$ cat config.mk
export PLATFORM = sky130hd
export DESIGN_NAME = alu_op_issuer
export DESIGN_NICKNAME = d
export VERILOG_FILES = /design/src/rtl/alu_op_issuer.sv
export SDC_FILE = /design/constraint.sdc
export NUM_CORES = 1
export LEC_CHECK = 0
export ABC_AREA = 1
export CELL_PAD_IN_SITES_DETAIL_PLACEMENT = 1
export CELL_PAD_IN_SITES_GLOBAL_PLACEMENT = 2
export CORE_MARGIN = 2
export CORE_UTILIZATION = 36
export CTS_BUF_LIST = sky130_fd_sc_hd__clkbuf_16
export CTS_CLUSTER_SIZE = 12
export DETAILED_ROUTE_END_ITERATION = 10
export DONT_BUFFER_PORTS = 1
export HOLD_SLACK_MARGIN = 0.15
export PLACE_DENSITY = 0.78
export SYNTH_ARGS = -nofsm -noshare
export SYNTH_HDL_FRONTEND = slang
export SYNTH_SLANG_ARGS = --single-unit
$ cat constraint.sdc
create_clock -name clk -period 2.7 [get_ports clk]
set_input_delay 0.81 -clock clk [delete_from_list [all_inputs] [get_ports clk]]
set_output_delay 0.81 -clock clk [all_outputs]
set_load 0.05 [all_outputs]
$ cat src/rtl/alu_op_issuer.sv
// Command front-end for the combinational 8-bit ALU: queues commands,
// drives the ALU input struct, samples its result after a settle time
// and returns tagged results in order.
//
// Ports:
//   clk, rst                    clock (rising edge), async active-high reset
//   cmd_valid/cmd_ready         command handshake (ready = FIFO not full)
//   cmd_a, cmd_b, cmd_op        operands and ALU control code
//   cmd_tag                     opaque tag returned with the result
//   alu_req                     {a_in, b_in, control_in} to the ALU
//   alu_rsp                     {result_out} from the ALU
//   rsp_valid/rsp_ready         response handshake
//   rsp_result, rsp_tag         captured result and its tag
//   rsp_dbz                     divide-by-zero flag
//   busy                        FSM not idle or FIFO not empty
//   ops_done                    count of completed response handshakes
module alu_op_issuer #(
    parameter int FIFO_DEPTH    = 4,
    parameter int SETTLE_CYCLES = 1
) (
    input  logic        clk,
    input  logic        rst,
    input  logic        cmd_valid,
    output logic        cmd_ready,
    input  logic [7:0]  cmd_a,
    input  logic [7:0]  cmd_b,
    input  logic [2:0]  cmd_op,
    input  logic [3:0]  cmd_tag,
    output logic [18:0] alu_req,
    input  logic [15:0] alu_rsp,
    output logic        rsp_valid,
    input  logic        rsp_ready,
    output logic [15:0] rsp_result,
    output logic [3:0]  rsp_tag,
    output logic        rsp_dbz,
    output logic        busy,
    output logic [15:0] ops_done
);

    typedef struct packed {
        logic [7:0] a_in;
        logic [7:0] b_in;
        logic [2:0] control_in;
    } ip_port_t;

    typedef struct packed {
        logic [15:0] result_out;
    } op_port_t;

    typedef struct packed {
        ip_port_t   req;
        logic [3:0] tag;
    } entry_t;

    typedef enum logic [1:0] {
        S_IDLE,
        S_WAIT,
        S_HOLD
    } state_t;

    localparam int AW = $clog2(FIFO_DEPTH);
    localparam int CW = (SETTLE_CYCLES > 1) ? $clog2(SETTLE_CYCLES) : 1;
    localparam logic [CW-1:0] CNT_LOAD = CW'(SETTLE_CYCLES - 1);

    // FIFO storage; pointers carry one extra wrap bit to tell full from empty.
    entry_t        mem_q [FIFO_DEPTH];
    logic [AW:0]   wr_q;
    logic [AW:0]   rd_q;
    logic [AW:0]   wr_d;
    logic [AW:0]   rd_d;
    logic          full;
    logic          empty;
    logic          push;
    logic          pop;
    entry_t        head;
    entry_t        cmd_entry;

    state_t        state_q;
    ip_port_t      req_q;
    logic [3:0]    tag_q;
    logic [CW-1:0] cnt_q;
    logic          rsp_valid_q;
    logic [15:0]   rsp_result_q;
    logic [3:0]    rsp_tag_q;
    logic          rsp_dbz_q;
    logic [15:0]   ops_q;
    logic [15:0]   ops_d;
    op_port_t      rsp_s;
    logic          div_zero;

    assign empty     = (wr_q == rd_q);
    assign full      = (wr_q[AW] != rd_q[AW]) &&
                       (wr_q[AW-1:0] == rd_q[AW-1:0]);
    assign cmd_ready = !full;
    assign push      = cmd_valid && !full;
    // A pop happens from IDLE, or on the response handshake (back-to-back).
    assign pop       = !empty &&
                       ((state_q == S_IDLE) ||
                        (state_q == S_HOLD && rsp_ready));
    assign head      = mem_q[rd_q[AW-1:0]];
    assign wr_d      = wr_q + (AW+1)'(1);
    assign rd_d      = rd_q + (AW+1)'(1);
    assign ops_d     = ops_q + 16'd1;

    assign cmd_entry.req.a_in       = cmd_a;
    assign cmd_entry.req.b_in       = cmd_b;
    assign cmd_entry.req.control_in = cmd_op;
    assign cmd_entry.tag            = cmd_tag;

    assign rsp_s    = op_port_t'(alu_rsp);
    assign div_zero = (req_q.control_in == 3'b011) && (req_q.b_in == 8'd0);

    always_ff @(posedge clk) begin
        if (push) begin
            mem_q[wr_q[AW-1:0]] <= cmd_entry;
        end
    end

    always_ff @(posedge clk or posedge rst) begin
        if (rst) begin
            wr_q <= '0;
            rd_q <= '0;
        end else begin
            if (push) begin
                wr_q <= wr_d;
            end
            if (pop) begin
                rd_q <= rd_d;
            end
        end
    end

    always_ff @(posedge clk or posedge rst) begin
        if (rst) begin
            state_q      <= S_IDLE;
            req_q        <= '0;
            tag_q        <= '0;
            cnt_q        <= '0;
            rsp_valid_q  <= 1'b0;
            rsp_result_q <= '0;
            rsp_tag_q    <= '0;
            rsp_dbz_q    <= 1'b0;
            ops_q        <= '0;
        end else begin
            unique case (state_q)
                S_IDLE: begin
                    if (pop) begin
                        req_q   <= head.req;
                        tag_q   <= head.tag;
                        cnt_q   <= CNT_LOAD;
                        state_q <= S_WAIT;
                    end
                end
                S_WAIT: begin
                    if (cnt_q != '0) begin
                        cnt_q <= cnt_q - CW'(1);
                    end else begin
                        // A zero divisor makes the ALU output meaningless.
                        rsp_result_q <= div_zero ? 16'hFFFF : rsp_s.result_out;
                        rsp_dbz_q    <= div_zero;
                        rsp_tag_q    <= tag_q;
                        rsp_valid_q  <= 1'b1;
                        state_q      <= S_HOLD;
                    end
                end
                S_HOLD: begin
                    if (rsp_ready) begin
                        rsp_valid_q <= 1'b0;
                        ops_q       <= ops_d;
                        if (pop) begin
                            req_q   <= head.req;
                            tag_q   <= head.tag;
                            cnt_q   <= CNT_LOAD;
                            state_q <= S_WAIT;
                        end else begin
                            state_q <= S_IDLE;
                        end
                    end
                end
                default: begin
                    state_q <= S_IDLE;
                end
            endcase
        end
    end

    assign alu_req    = req_q;
    assign rsp_valid  = rsp_valid_q;
    assign rsp_result = rsp_result_q;
    assign rsp_tag    = rsp_tag_q;
    assign rsp_dbz    = rsp_dbz_q;
    assign ops_done   = ops_q;
    assign busy       = (state_q != S_IDLE) || !empty;

endmodule

== Word level (Yosys, flattened, before mapping) ==
Memories as Yosys holds them, arrays and structs flattened.
Index checks and enable logic that the tools add are counted.

* Memories kept: 1
* Word-level logic and storage cells: 70
* RAM bits: 92
* Register bits: 70

* Equal/unequal tests: 9
* Reduce and logical (&&, ||, !) cells: 21
* Bitwise logic cells: 1
* $add $sub $neg: 4
* Muxes and demuxes: 21

{| class="wikitable"
|+ Memory list
! name !! depth !! width !! read ports !! clocked after memory_dff !! wr ports !! RTL line !! source
|-
| mem_q || 4 || 23 || 1 || 0 || 1 || 66 || <nowiki>entry_t mem_q [FIFO_DEPTH];</nowiki>
|}

{| class="wikitable"
|+ Operators by type and width
! kind !! number
|-
| 2-to-1 mux 19 bit || 2
|-
| one-hot mux 19 bit (2 select lines) || 1
|-
| adder 16 x 1 -> 16 bit, second input constant || 1
|-
| 2-to-1 mux 16 bit || 1
|-
| logical NOT 8 bit || 1
|-
| 2-to-1 mux 1 bit || 8
|-
| 2-to-1 mux 4 bit || 2
|-
| one-hot mux 4 bit (2 select lines) || 1
|-
| AND reduction 2 bit || 4
|-
| adder 3 x 1 -> 3 bit, second input constant || 2
|-
| 2-to-1 mux 2 bit || 3
|-
| != test 2 bit, second input constant || 3
|-
| one-hot mux 2 bit (3 select lines) || 1
|-
| AND reduction 3 bit || 2
|-
| nonzero test 2 bit || 3
|-
| logical AND 1 bit || 5
|-
| == test 3 x 2 -> 1 bit, second input constant || 1
|-
| == test 3 bit || 1
|-
| one-hot mux 1 bit (3 select lines) || 1
|-
| nonzero test 3 bit || 1
|-
| == test 2 x 1 -> 1 bit, second input constant || 1
|-
| == test 2 bit || 1
|-
| == test 2 bit, second input constant || 1
|-
| logical NOT 1 bit || 2
|-
| other kinds (6) || 7
|}

== Longest topological paths before layout ==
Gate-level depths: netlist of run 1.

* Depth after elaboration: 7
* Mapped depth: 8

== Worst setup path before layout of run 1 ==
No wires, ideal clock.

* Path type: register to register
* From: reg rd_q[1]
* To: mem mem_q[0][0] (netlist name), enable pin
* Path slack: -0.152 ns
* Cell stages (with the launch flop): 6
* Arrival: 2.449 ns
* Period minus slack after synthesis: 2.852 ns
* Path buffers: 1
* Setup time: 0.403 ns
* Cells stage by stage: dfrtp_1 > buf_2 > xnor2_2 > nand3_1 > nand2_1 > nor2_1

* Word-level cells in the longest chain between the ends: 6

{| class="wikitable"
|+ Ends and longest elaborated chain
! what !! RTL line !! source
|-
| from (decl) || 68 || <nowiki>logic [AW:0] rd_q;</nowiki>
|-
| from (signal assigned) || 128 || <nowiki>rd_q <= rd_d;</nowiki>
|-
| == test 2 bit || 93 || <nowiki>(wr_q[AW-1:0] == rd_q[AW-1:0]);</nowiki>
|-
| logical AND 1 bit || 92 || <nowiki>assign full = (wr_q[AW] != rd_q[AW]) &&</nowiki>
|-
| logical NOT 1 bit || n/a ||
|-
| net cmd_ready || 24 || <nowiki>output logic cmd_ready,</nowiki>
|-
| logical AND 1 bit || 95 || <nowiki>assign push = cmd_valid && !full;</nowiki>
|-
| 2-to-1 mux 1 bit || 114 || <nowiki>if (push) begin</nowiki>
|-
| 2-to-1 mux 1 bit (not written as such) || 115 || <nowiki>mem_q[wr_q[AW-1:0]] <= cmd_entry;</nowiki>
|-
| to (decl) || 66 ||
|}

The timed path passes the listed nets, and every way through them passes these cells.

== Worst setup path after layout of run 1 ==
* From: reg wr_q[0]
* To: out busy

* Word-level cells in the longest chain between the ends: 3

{| class="wikitable"
|+ Ends and longest elaborated chain
! what !! RTL line !! source
|-
| from (decl) || 67 || <nowiki>logic [AW:0] wr_q;</nowiki>
|-
| from (signal assigned) || 125 || <nowiki>wr_q <= wr_d;</nowiki>
|-
| == test 3 bit || 91 || <nowiki>assign empty = (wr_q == rd_q);</nowiki>
|-
| logical NOT 1 bit || 193 || <nowiki>assign busy = (state_q != S_IDLE) || !empty;</nowiki>
|-
| logical OR 1 bit || 193 ||
|-
| to (decl) || 36 || <nowiki>output logic busy,</nowiki>
|}

Every way passes these cells.

==> results of run 1 <==
## path summary, 6_finish.rpt
check	from	to	depth (start not counted)
worst max-delay path	wr_q[0]$_DFFE_PP0P_	busy	3
worst min-delay path	rst	rsp_result[1]$_DFFE_PP0P_	1
worst max register to register	wr_q[0]$_DFFE_PP0P_	mem_q[1][10]$_DFFE_PP_	6
worst min register to register	tag_q[3]$_DFFE_PP0P_	tag_q[3]$_DFFE_PP0P_	2
max in group asynchronous	rst	rd_q[2]$_DFFE_PP0P_	2
min in group clk	cmd_tag[0]	mem_q[1][0]$_DFFE_PP_	0
## cell usage in the layout (no fill, tap or decap), types with 5 or more instances in the layout
cell type,instances
a21oi_1,18
buf_4,15
clkbuf_16,17
dfrtp_1,69
edfxtp_1,92
ha_1,6
inv_1,25
nand2_1,160
nand3_1,10
nand4_1,5
nor2_1,117
nor2_2,5
o21ai_0,60
xnor2_1,9
xor2_1,7
## registers in the layout, summed over array words and instances, names as in the netlist, 3 cells and up
signal,cells
rsp_result,16
wr_q,3
rd_q,3
tag_q,4
mem_q,92
rsp_tag,4
ops_done,16
alu_req,19
## cells by family (layout without fill, tap and decap cells)
| family | count (synthesis) | in the layout | share of synthesized area (%) |
|---|---|---|---|
| adders and majority gates | 6 | 6 | 1.141 |
| AOI/OAI and AO/OA | 82 | 82 | 6.295 |
| xor gates and xnor gates | 17 | 17 | 2.377 |
| buffers and inverters | 52 | 78 | 3.480 |
| and+or+nand+nor | 305 | 305 | 18.47 |
| DFF | 161 | 161 | 68.24 |
## synth_stat cells (all sizes together)
cell and number:
nand2 161, nor2 123, edfxtp 92, dfrtp 69
o21ai 64, inv 28, a21oi 18, buf 13
clkbuf 11, nand3 11, xnor2 10, xor2 7
ha 6, nand4 5, nor3 4, nand3b 1
## power by group through the flow
stage          sequential [W]  combinational (W)  clock (W)
5_1_grt               0.00495            0.00340    0.00235
4_1_cts               0.00488            0.00302    0.00225
6_report              0.00486            0.00295    0.00220
3_5_place_dp          0.00494            0.00299          0
3_3_place_gp          0.00490            0.00288          0
2_1_floorplan         0.00489            0.00210          0
## worst max-delay path, delay by kind of cell (launching register included)
family,cells,cell delay [ns]
flip-flops,1,0.45
XOR/XNOR,1,0.27
buffers and inverters,1,0.21
AND/OR/NAND/NOR,1,0.14
## stage by stage
step	hold slack (ns)	worst slack [ns]
after detailed placement	0.4701	0.5376
after floorplan	0.4492	-0.1521
after global routing	0.2751	0.2841
after global placement	0.4711	0.6764
after CTS	0.2526	0.3577
final	0.2569	0.3921
## metal layers
metal / vias to the layer above / share of wire, %
li1: 2075 / -
met1: 2089 / 43
met2: 121 / 47
met3: 18 / 7.8
met4: 0 / 1.3
met5: - / 0
## layout make-up
cell class	count	area share, %
sequential	161	60.15
timing repair buffer	18	2.314
clock buffer	17	5.700
inverter	28	1.442
multi-input combinational	410	25.06
tap	229	3.839
clock inverter	15	1.492
==> summary.txt, run 1 <==
Clocking
  • Post-CTS Setup Inserts: 0
  • Clk sink count: 161
  • Post-cts resize count: 0
  • Post-cts hold buffer count: 0
  • Root buffer cell: clkbuf_16
  • TritonCTS Buffers: 17
  • CTS clk-pin slew, worst paths: 0.07 ns
  • CTS Buffer Depth: 2
  • H-tree depth: 4
  • CTS tree: built
  • Clock Latency Late Sink: between 0.4 and 0.5 ns

Synthesis
  • Synth warn: 0
  • Count of mapped cells out of synthesis: slightly above 600
  • Dominant cells by area after synthesis: edfxtp_1 42%, dfrtp_1 26%, nand2_1 9.1%
  • Flops & latches, synth: approximately 160
  • Synth cell types: 30
  • Seq/Total Area, Yosys: 68.24%
  • Share of the synthesized area in the top cell type: 41.99%
  • Post-synth top area cell: edfxtp_1
  • Syn_area_per_cell: about 11 µm²
  • Syn Nets: around 670
  • Post-Syn Area: 6579 µm²

Place
  • Routability cong.: about 0.79
  • Placed cell area: 6927 µm²
  • Placed Cells: about 850
  • DPL Wire Length: 10.40 mm
  • Port bufs: 0

Die
  • Die width: 139.2 µm
  • Die Footprint: 19,370 µm²
  • Initial Util: 36.62%
  • Row count: between 40 and 50
  • Ports: 102
  • Core Region: 17,960 µm²
  • Die Ht: 139.2 µm

Cells and area
  • Final instance area: approximately 7500 µm²
  • Layout cells sized above 1: 9.707%
  • Register area: 4489 µm²
  • Fillers: 1,994
  • Multi-input gate area: 1871 µm²
  • Final core occ: 41.55%
  • Antenna Cells: 0
  • Nets: 685
  • Post-route insts no fill: 878
  • Area grow syn2layout: 13.45%

Status
  • Run status: complete, no violations

Pwr
  • Sequential power share: 48.6%
  • Pwr dens: 1341 nW/µm²
  • Clock power share: 22.0%
  • Net Switching: 0.004575 W
  • Comb power frac: between 20% and 30%
  • Tot Pwr: 0.01001 W
  • P_leak: 3.113 nW
  • Internal Power: 0.005434 W
  • VDD IR max: 0.0005399 V
  • Sw Ratio: 45.71%

Min path
  • Hold Path Class: in2async

Flow run
  • Max Cap Viol: 0

Timing
  • RSZ-0062 raised after global routing: false
  • Final setup TNS: 0 ns
  • Clock Skew: 0.01526 ns
  • Max Fclk: 433.3 MHz
  • Final hold violations: 0
  • Tmin final: 2.308 ns
  • Final Cycle Share: between 80% and 90%
  • Final Max Tran Viols: 0
  • Worst slew pin tran: 0.8388 ns
  • Slew Limit Headroom: between 40 and 50%
  • Setup violators final: 0

Global routing
  • Global-route met3 utilization: roughly 6.7%
  • Total Routing Usage GR: 16.41%
  • GR Layer Usage met1: 19.72%
  • Gr ovfl total: 0
  • Vias in the first global route: 4,505
  • GR peak layer: met2
  • First-pass GRT wire length: 24.65 mm
  • GR Util met2: 26.78%
  • Antenna violations before repair: 0
  • Largest net degree at the start of global routing: 50

Worst setup path
  • CP Data Required Time: 1.89 ns
  • Critical Path Start Type: flop
  • CP max-delay cell: dfrtp_1
  • Largest stage delay on the critical path: 0.45 ns
  • CP endpoint kind: output port
  • Reg2Reg Setup Slack: between 0.5 and 0.6 ns
  • Worst path cell trace: xnor2_1 > nand4_1 > buf_4
  • Worst Path Arrival: 1.50 ns
  • Max Fanout on Critical Path: 5
  • WS Path Type: reg2out

Drt
  • Vias per std cell: 4.901
  • Drt first-iter violations: around 210
  • Vias post-DR: 4,303
  • Drc violations: 0
  • Post-route ant nets: 0
  • Routed wire length: around 15 mm
  • Drt first pass iters: 6
  • Drt wl/cell: 17.35 µm
No activity file was read; power rests on OpenSTA's default activity.
==> run 2, diff against run 1 <==
PLACE_DENSITY = unset   (was 0.78)
PLACE_DENSITY_LB_ADDON = 0.15   (was unset)
==> summary.txt, run 2 (synthesized netlist as in run 1, its figures left out) <==
Clocking
  • TritonCTS Buffers: 17 (unchanged)
  • Post-CTS Setup Inserts: 0 (unchanged)
  • Root buffer cell: clkbuf_16 (unchanged)
  • CTS Buffer Depth: 2 (unchanged)
  • Clock Latency Late Sink: 0.42 ns (was 0.43 ns)
  • CTS clk-pin slew, worst paths: 0.07 ns (about the same)
  • Clk sink count: 161 (unchanged)
  • CTS tree: built (unchanged)
  • Post-cts resize count: 0 (unchanged)
  • Post-cts hold buffer count: 0 (unchanged)
  • H-tree depth: 4 (unchanged)

Timing
  • Setup WS post-layout: 0.3458 ns (was 0.3921 ns)
  • Setup violators final: 0 (unchanged)
  • Worst slew pin tran: 0.9372 ns (was 0.8388 ns)
  • Final Max Tran Viols: 0 (unchanged)
  • Final setup TNS: 0 ns (unchanged)
  • Clock Skew: 0.009798 ns (was 0.01526 ns)
  • Final hold violations: 0 (unchanged)
  • RSZ-0062 raised after global routing: false (unchanged)
  • Final Cycle Share: 87.19% (was 85.48%)
  • Tmin final: 2.354 ns (was 2.308 ns)
  • Slew Limit Headroom: 37.29% (was 43.78%)
  • Max Fclk: 424.8 MHz (was 433.3 MHz)

Cells and area
  • Antenna Cells: 0 (unchanged)
  • Max reg flops: 92 (unchanged)
  • Post-route insts no fill: 875 (was 878)
  • Layout cells sized above 1: 9.133% (was 9.707%)
  • Commonest cells after routing, fill and taps aside: 160 x nand2_1, 117 x nor2_1, 92 x edfxtp_1 (unchanged)
  • Most common cell after layout, fill and taps aside: nand2_1 (unchanged)
  • Final instance area: 7426 µm² (was 7463 µm²)
  • Area grow syn2layout: 12.88% (was 13.45%)
  • Nets: 682 (was 685)

Min path
  • Hold Path Class: in2async (unchanged)

Drt
  • Drt first pass iters: 4 (was 6)
  • Drc violations: 0 (unchanged)
  • Drt wl/cell: 17.76 µm (was 17.35 µm)
  • Routed wire length: 15.54 mm (was 15.24 mm)
  • Vias per std cell: 4.863 (was 4.901)
  • Post-route ant nets: 0 (unchanged)
  • Drt first-iter violations: 156 (was 208)
  • Vias post-DR: 4,255 (was 4,303)

Worst setup path
  • Worst Path Arrival: 1.54 ns (was 1.50 ns)
  • WS Path Type: reg2out (unchanged)
  • Largest stage delay on the critical path: 0.44 ns (was 0.45 ns)
  • Worst path cell trace: xnor2_1 > nand3_1 > buf_4 (was xnor2_1 > nand4_1 > buf_4)
  • CP endpoint kind: output port (unchanged)
  • Critical Path Start Type: flop (unchanged)
  • CP Data Required Time: 1.89 ns (about the same)
  • CP max-delay cell: dfrtp_1 (unchanged)
  • Max Fanout on Critical Path: 5 (unchanged)

Global routing
  • Total Routing Usage GR: 16.71% (was 16.41%)
  • First-pass GRT wire length: 24.95 mm (was 24.65 mm)
  • Largest net degree at the start of global routing: 50 (unchanged)
  • Vias in the first global route: 4,526 (was 4,505)
  • Gr ovfl total: 0 (unchanged)
  • Antenna violations before repair: 0 (unchanged)

Die
  • Die width: 139.2 µm (unchanged)
  • Core Region: 17,960 µm² (unchanged)
  • Ports: 102 (unchanged)
  • Initial Util: 36.62% (unchanged)
  • Die Ht: 139.2 µm (unchanged)
  • Row count: 49 (unchanged)
  • Die Footprint: 19,370 µm² (unchanged)

Pwr
  • Tot Pwr: 0.01001 W (about the same)
  • P_leak: 3.103 nW (was 3.113 nW)
  • VDD IR max: 0.0006786 V (was 0.0005399 V)
  • Pwr dens: 1348 nW/µm² (was 1341 nW/µm²)

Place
  • Setup WS pre-CTS: 0.6190 ns (was 0.5376 ns)
  • DPL Wire Length: 10.04 mm (was 10.40 mm)
  • Placed cell area: 6879 µm² (was 6927 µm²)
  • Port bufs: 0 (unchanged)
  • Routability cong.: 0.7481 (was 0.7867)
  • Placed Cells: 843 (was 846)

Status
  • Run status: complete, no violations (unchanged)

Flow run
  • Max Cap Viol: 0 (unchanged)
## run 2: final timing paths
kind	startpoint	to	slack [ns]	depth (start not counted)
worst min register to register	tag_q[3]$_DFFE_PP0P_	rsp_tag[3]$_DFFE_PP0P_	0.49	2
worst max-delay path	wr_q[0]$_DFFE_PP0P_	cmd_ready	0.35	3
min in group clk	cmd_b[3]	mem_q[2][10]$_DFFE_PP_	0.48	0
worst min-delay path	rst	alu_req[7]$_DFFE_PP0P_	0.22	1
max in group asynchronous	rst	alu_req[17]$_DFFE_PP0P_	1.91	2
worst max register to register	rd_q[0]$_DFFE_PP0P_	alu_req[16]$_DFFE_PP0P_	0.64	6
## run 2: per-layer routing
layer / vias to the layer above / GRT usage (%) / part of all wire [%]
li1: 2066 / - / -
met2: 106 / 27.43 / 47
met1: 2068 / 20.63 / 45
met4: 0 / 5.423 / 1.1
met3: 15 / 6.043 / 6.6
met5: - / 0 / 0
## run 2: power by group
part           switching, W  leakage, nW  internal [W]
Clock              0.000978        0.265       0.00126
Sequential          0.00153         1.70       0.00336
Combinational       0.00204         1.14      0.000834
Total               0.00456         3.10       0.00545
## run 2: worst max-delay path: cells and delay by family (launching register included)
| kind | cells | cell delay, ns |
|---|---|---|
| xor gates and xnor gates | 1 | 0.25 |
| buffers and inverters | 1 | 0.24 |
| and+or+nand+nor | 1 | 0.20 |
| DFF | 1 | 0.44 |
## run 2: per-stage QoR
stage               hold WS [ns]  util (%)
floorplan                 0.4492         -
global placement          0.4775     38.29
detailed placement        0.4849     38.29
CTS                       0.2065     41.34
global route              0.2218     41.34
finish                    0.2177     41.34
## run 2: area by class of cell
| type | count | area [µm²] |
|---|---|---|
| Timing Repair Buffer | 15 | 125.1 |
| Inverter | 28 | 107.6 |
| Clock buffer | 17 | 425.4 |
| Fill cell | 1976 | 10540 |
| Multi-Input combinational cell | 410 | 1871 |
| Sequential cell | 161 | 4489 |
| Clock inverter | 15 | 121.4 |
| Tap cell | 229 | 286.5 |
==> run 3, diff against run 2 <==
PLACE_DENSITY_LB_ADDON = 0.2   (was 0.15)
==> summary.txt, run 3 (synthesized netlist as in run 1, its figures left out) <==
Place
  • DPL Wire Length: 9.885 mm (was 10.04 mm)
  • Setup WS pre-CTS: 0.6033 ns (was 0.6190 ns)
  • Port bufs: 0 (unchanged)
  • Routability cong.: 0.7458 (was 0.7481)
  • Placed Cells: 844 (was 843)
  • Placed cell area: 6887 µm² (was 6879 µm²)

Global routing
  • Total Routing Usage GR: 16.07% (was 16.71%)
  • Vias in the first global route: 4,550 (was 4,526)
  • Gr ovfl total: 0 (unchanged)
  • Antenna violations before repair: 0 (unchanged)
  • Largest net degree at the start of global routing: 50 (unchanged)
  • First-pass GRT wire length: 24.16 mm (was 24.95 mm)

Die
  • Ports: 102 (unchanged)
  • Initial Util: 36.62% (unchanged)
  • Die Footprint: 19,370 µm² (unchanged)
  • Die Ht: 139.2 µm (unchanged)
  • Core Region: 17,960 µm² (unchanged)
  • Row count: 49 (unchanged)
  • Die width: 139.2 µm (unchanged)

Timing
  • Final Cycle Share: 85.49% (was 87.19%)
  • Setup violators final: 0 (unchanged)
  • Fin Hold WS: 0.3140 ns (was 0.2177 ns)
  • Setup WS post-layout: 0.3918 ns (was 0.3458 ns)
  • Tmin final: 2.308 ns (was 2.354 ns)
  • Final hold violations: 0 (unchanged)
  • Final Max Tran Viols: 0 (unchanged)
  • Clock Skew: 0.01658 ns (was 0.009798 ns)
  • RSZ-0062 raised after global routing: false (unchanged)
  • Max Fclk: 433.2 MHz (was 424.8 MHz)
  • Worst slew pin tran: 0.9667 ns (was 0.9372 ns)
  • Slew Limit Headroom: 35.32% (was 37.29%)

Clocking
  • CTS clk-pin slew, worst paths: 0.07 ns (about the same)
  • H-tree depth: 4 (unchanged)
  • Clk sink count: 161 (unchanged)
  • Post-cts hold buffer count: 0 (unchanged)
  • CTS tree: built (unchanged)
  • Post-cts resize count: 0 (unchanged)
  • Root buffer cell: clkbuf_16 (unchanged)
  • TritonCTS Buffers: 17 (unchanged)
  • Post-CTS Setup Inserts: 0 (unchanged)
  • Clock Latency Late Sink: 0.43 ns (was 0.42 ns)
  • CTS Buffer Depth: 2 (unchanged)

Cells and area
  • Area grow syn2layout: 13.62% (was 12.88%)
  • Post-route insts no fill: 876 (was 875)
  • Fillers: 1,969 (was 1,976)
  • Layout cells sized above 1: 9.737% (was 9.133%)
  • Max reg flops: 92 (unchanged)
  • Register area: 4489 µm² (unchanged)
  • Nets: 683 (was 682)
  • Multi-input gate area: 1871 µm² (unchanged)
  • Most common cell after layout, fill and taps aside: nand2_1 (unchanged)
  • Commonest cells after routing, fill and taps aside: 160 x nand2_1, 117 x nor2_1, 92 x edfxtp_1 (unchanged)
  • Antenna Cells: 0 (unchanged)
  • Final instance area: 7475 µm² (was 7426 µm²)

Drt
  • Drt first-iter violations: 119 (was 156)
  • Vias post-DR: 4,209 (was 4,255)
  • Post-route ant nets: 0 (unchanged)
  • Drc violations: 0 (unchanged)
  • Drt first pass iters: 4 (unchanged)
  • Vias per std cell: 4.805 (was 4.863)
  • Routed wire length: 14.81 mm (was 15.54 mm)
  • Drt wl/cell: 16.91 µm (was 17.76 µm)

Pwr
  • VDD IR max: 0.0006049 V (was 0.0006786 V)
  • Sw Ratio: 45.91% (was 45.52%)
  • Internal Power: 0.005461 W (was 0.005455 W)
  • Net Switching: 0.004635 W (was 0.004557 W)
  • P_leak: 3.133 nW (was 3.103 nW)
  • Sequential power share: 47.7% (was 48.9%)
  • Comb power frac: 28.9% (was 28.7%)
  • Clock power share: 23.4% (was 22.4%)
  • Tot Pwr: 0.01010 W (was 0.01001 W)
  • Pwr dens: 1351 nW/µm² (was 1348 nW/µm²)

Worst setup path
  • Reg2Reg Setup Slack: 0.61 ns (was 0.64 ns)
  • Max Fanout on Critical Path: 5 (unchanged)
  • CP endpoint kind: output port (unchanged)
  • Crit path launch: wr_q[0]$_DFFE_PP0P_ (unchanged)
  • FF-to-FF End: rsp_result[5]$_DFFE_PP0P_ (was alu_req[16]$_DFFE_PP0P_)
  • End point of the critical path: busy (was cmd_ready)
  • CP Data Required Time: 1.89 ns (about the same)
  • Worst R2R Path Depth: 5 (was 6)
  • Reg2reg start: alu_req[6]$_DFFE_PP0P_ (was rd_q[0]$_DFFE_PP0P_)
  • Critical Path Start Type: flop (unchanged)
  • Worst Path Arrival: 1.50 ns (was 1.54 ns)
  • WS Path Type: reg2out (unchanged)

Status
  • Run status: complete, no violations (unchanged)

Flow run
  • Max Cap Viol: 0 (unchanged)

Min path
  • Hold Path Class: in2async (unchanged)
-- run 3: cell types whose count changed in the layout (fill, tap and decap cells not counted), sizes merged --
cell      previous run  this run
buf                 15        16
bufinv               1         0
clkinv               6         5
clkinvlp             4         0
inv                 32        38
-- run 3: worst min path at each step --
stage	startpoint	to	slack, ns	depth (start not counted)
5_1_grt	rst	rsp_result[14]$_DFFE_PP0P_	0.34	1
2_1_floorplan	tag_q[0]$_DFFE_PP0P_	tag_q[0]$_DFFE_PP0P_	0.45	2
6_report	rst	rsp_result[14]$_DFFE_PP0P_	0.31	1
4_1_cts	rst	rsp_result[14]$_DFFE_PP0P_	0.31	1
3_3_place_gp	tag_q[0]$_DFFE_PP0P_	tag_q[0]$_DFFE_PP0P_	0.47	2
3_5_place_dp	tag_q[0]$_DFFE_PP0P_	tag_q[0]$_DFFE_PP0P_	0.47	2
-- run 3: power by group through the flow --
| stage | Combinational [W] | Sequential, W | Clock, W |
|---|---|---|---|
| floorplan | 0.00210 | 0.00489 | 0 |
| global placement | 0.00291 | 0.00486 | 0 |
| detailed placement | 0.00299 | 0.00489 | 0 |
| CTS | 0.00301 | 0.00484 | 0.00243 |
| global route | 0.00341 | 0.00490 | 0.00253 |
| finish | 0.00292 | 0.00482 | 0.00236 |
-- run 3: worst max-delay path, stage by stage (launching register included) --
cell and delay (ns):
dfrtp_1 0.44, xnor2_1 0.27, nand4_1 0.14, buf_4 0.21
-- run 3: final cells by class --
type | count | area share, %
Sequential cell | 161 | 60.06
Multi-Input combinational cell | 410 | 25.03
Clock buffer | 17 | 5.691
Tap cell | 229 | 3.833
Clock inverter | 15 | 2.176
Timing Repair Buffer | 16 | 1.774
Inverter | 28 | 1.440
-- run 3: routing by layer --
layer	GRT usage, %	wire (µm)	vias up
met5	0	0	-
met3	5.594	986	9
met4	4.625	125	0
met1	19.34	6519	2027
met2	27.40	7182	97
li1	-	-	2076
-- run 3: per-stage QoR --
step	TNS [ns]	util, %
floorplan	-14.00	-
global placement	0	38.34
detailed placement	0	38.34
CTS	0	41.61
global route	0	41.61
finish	0	41.61
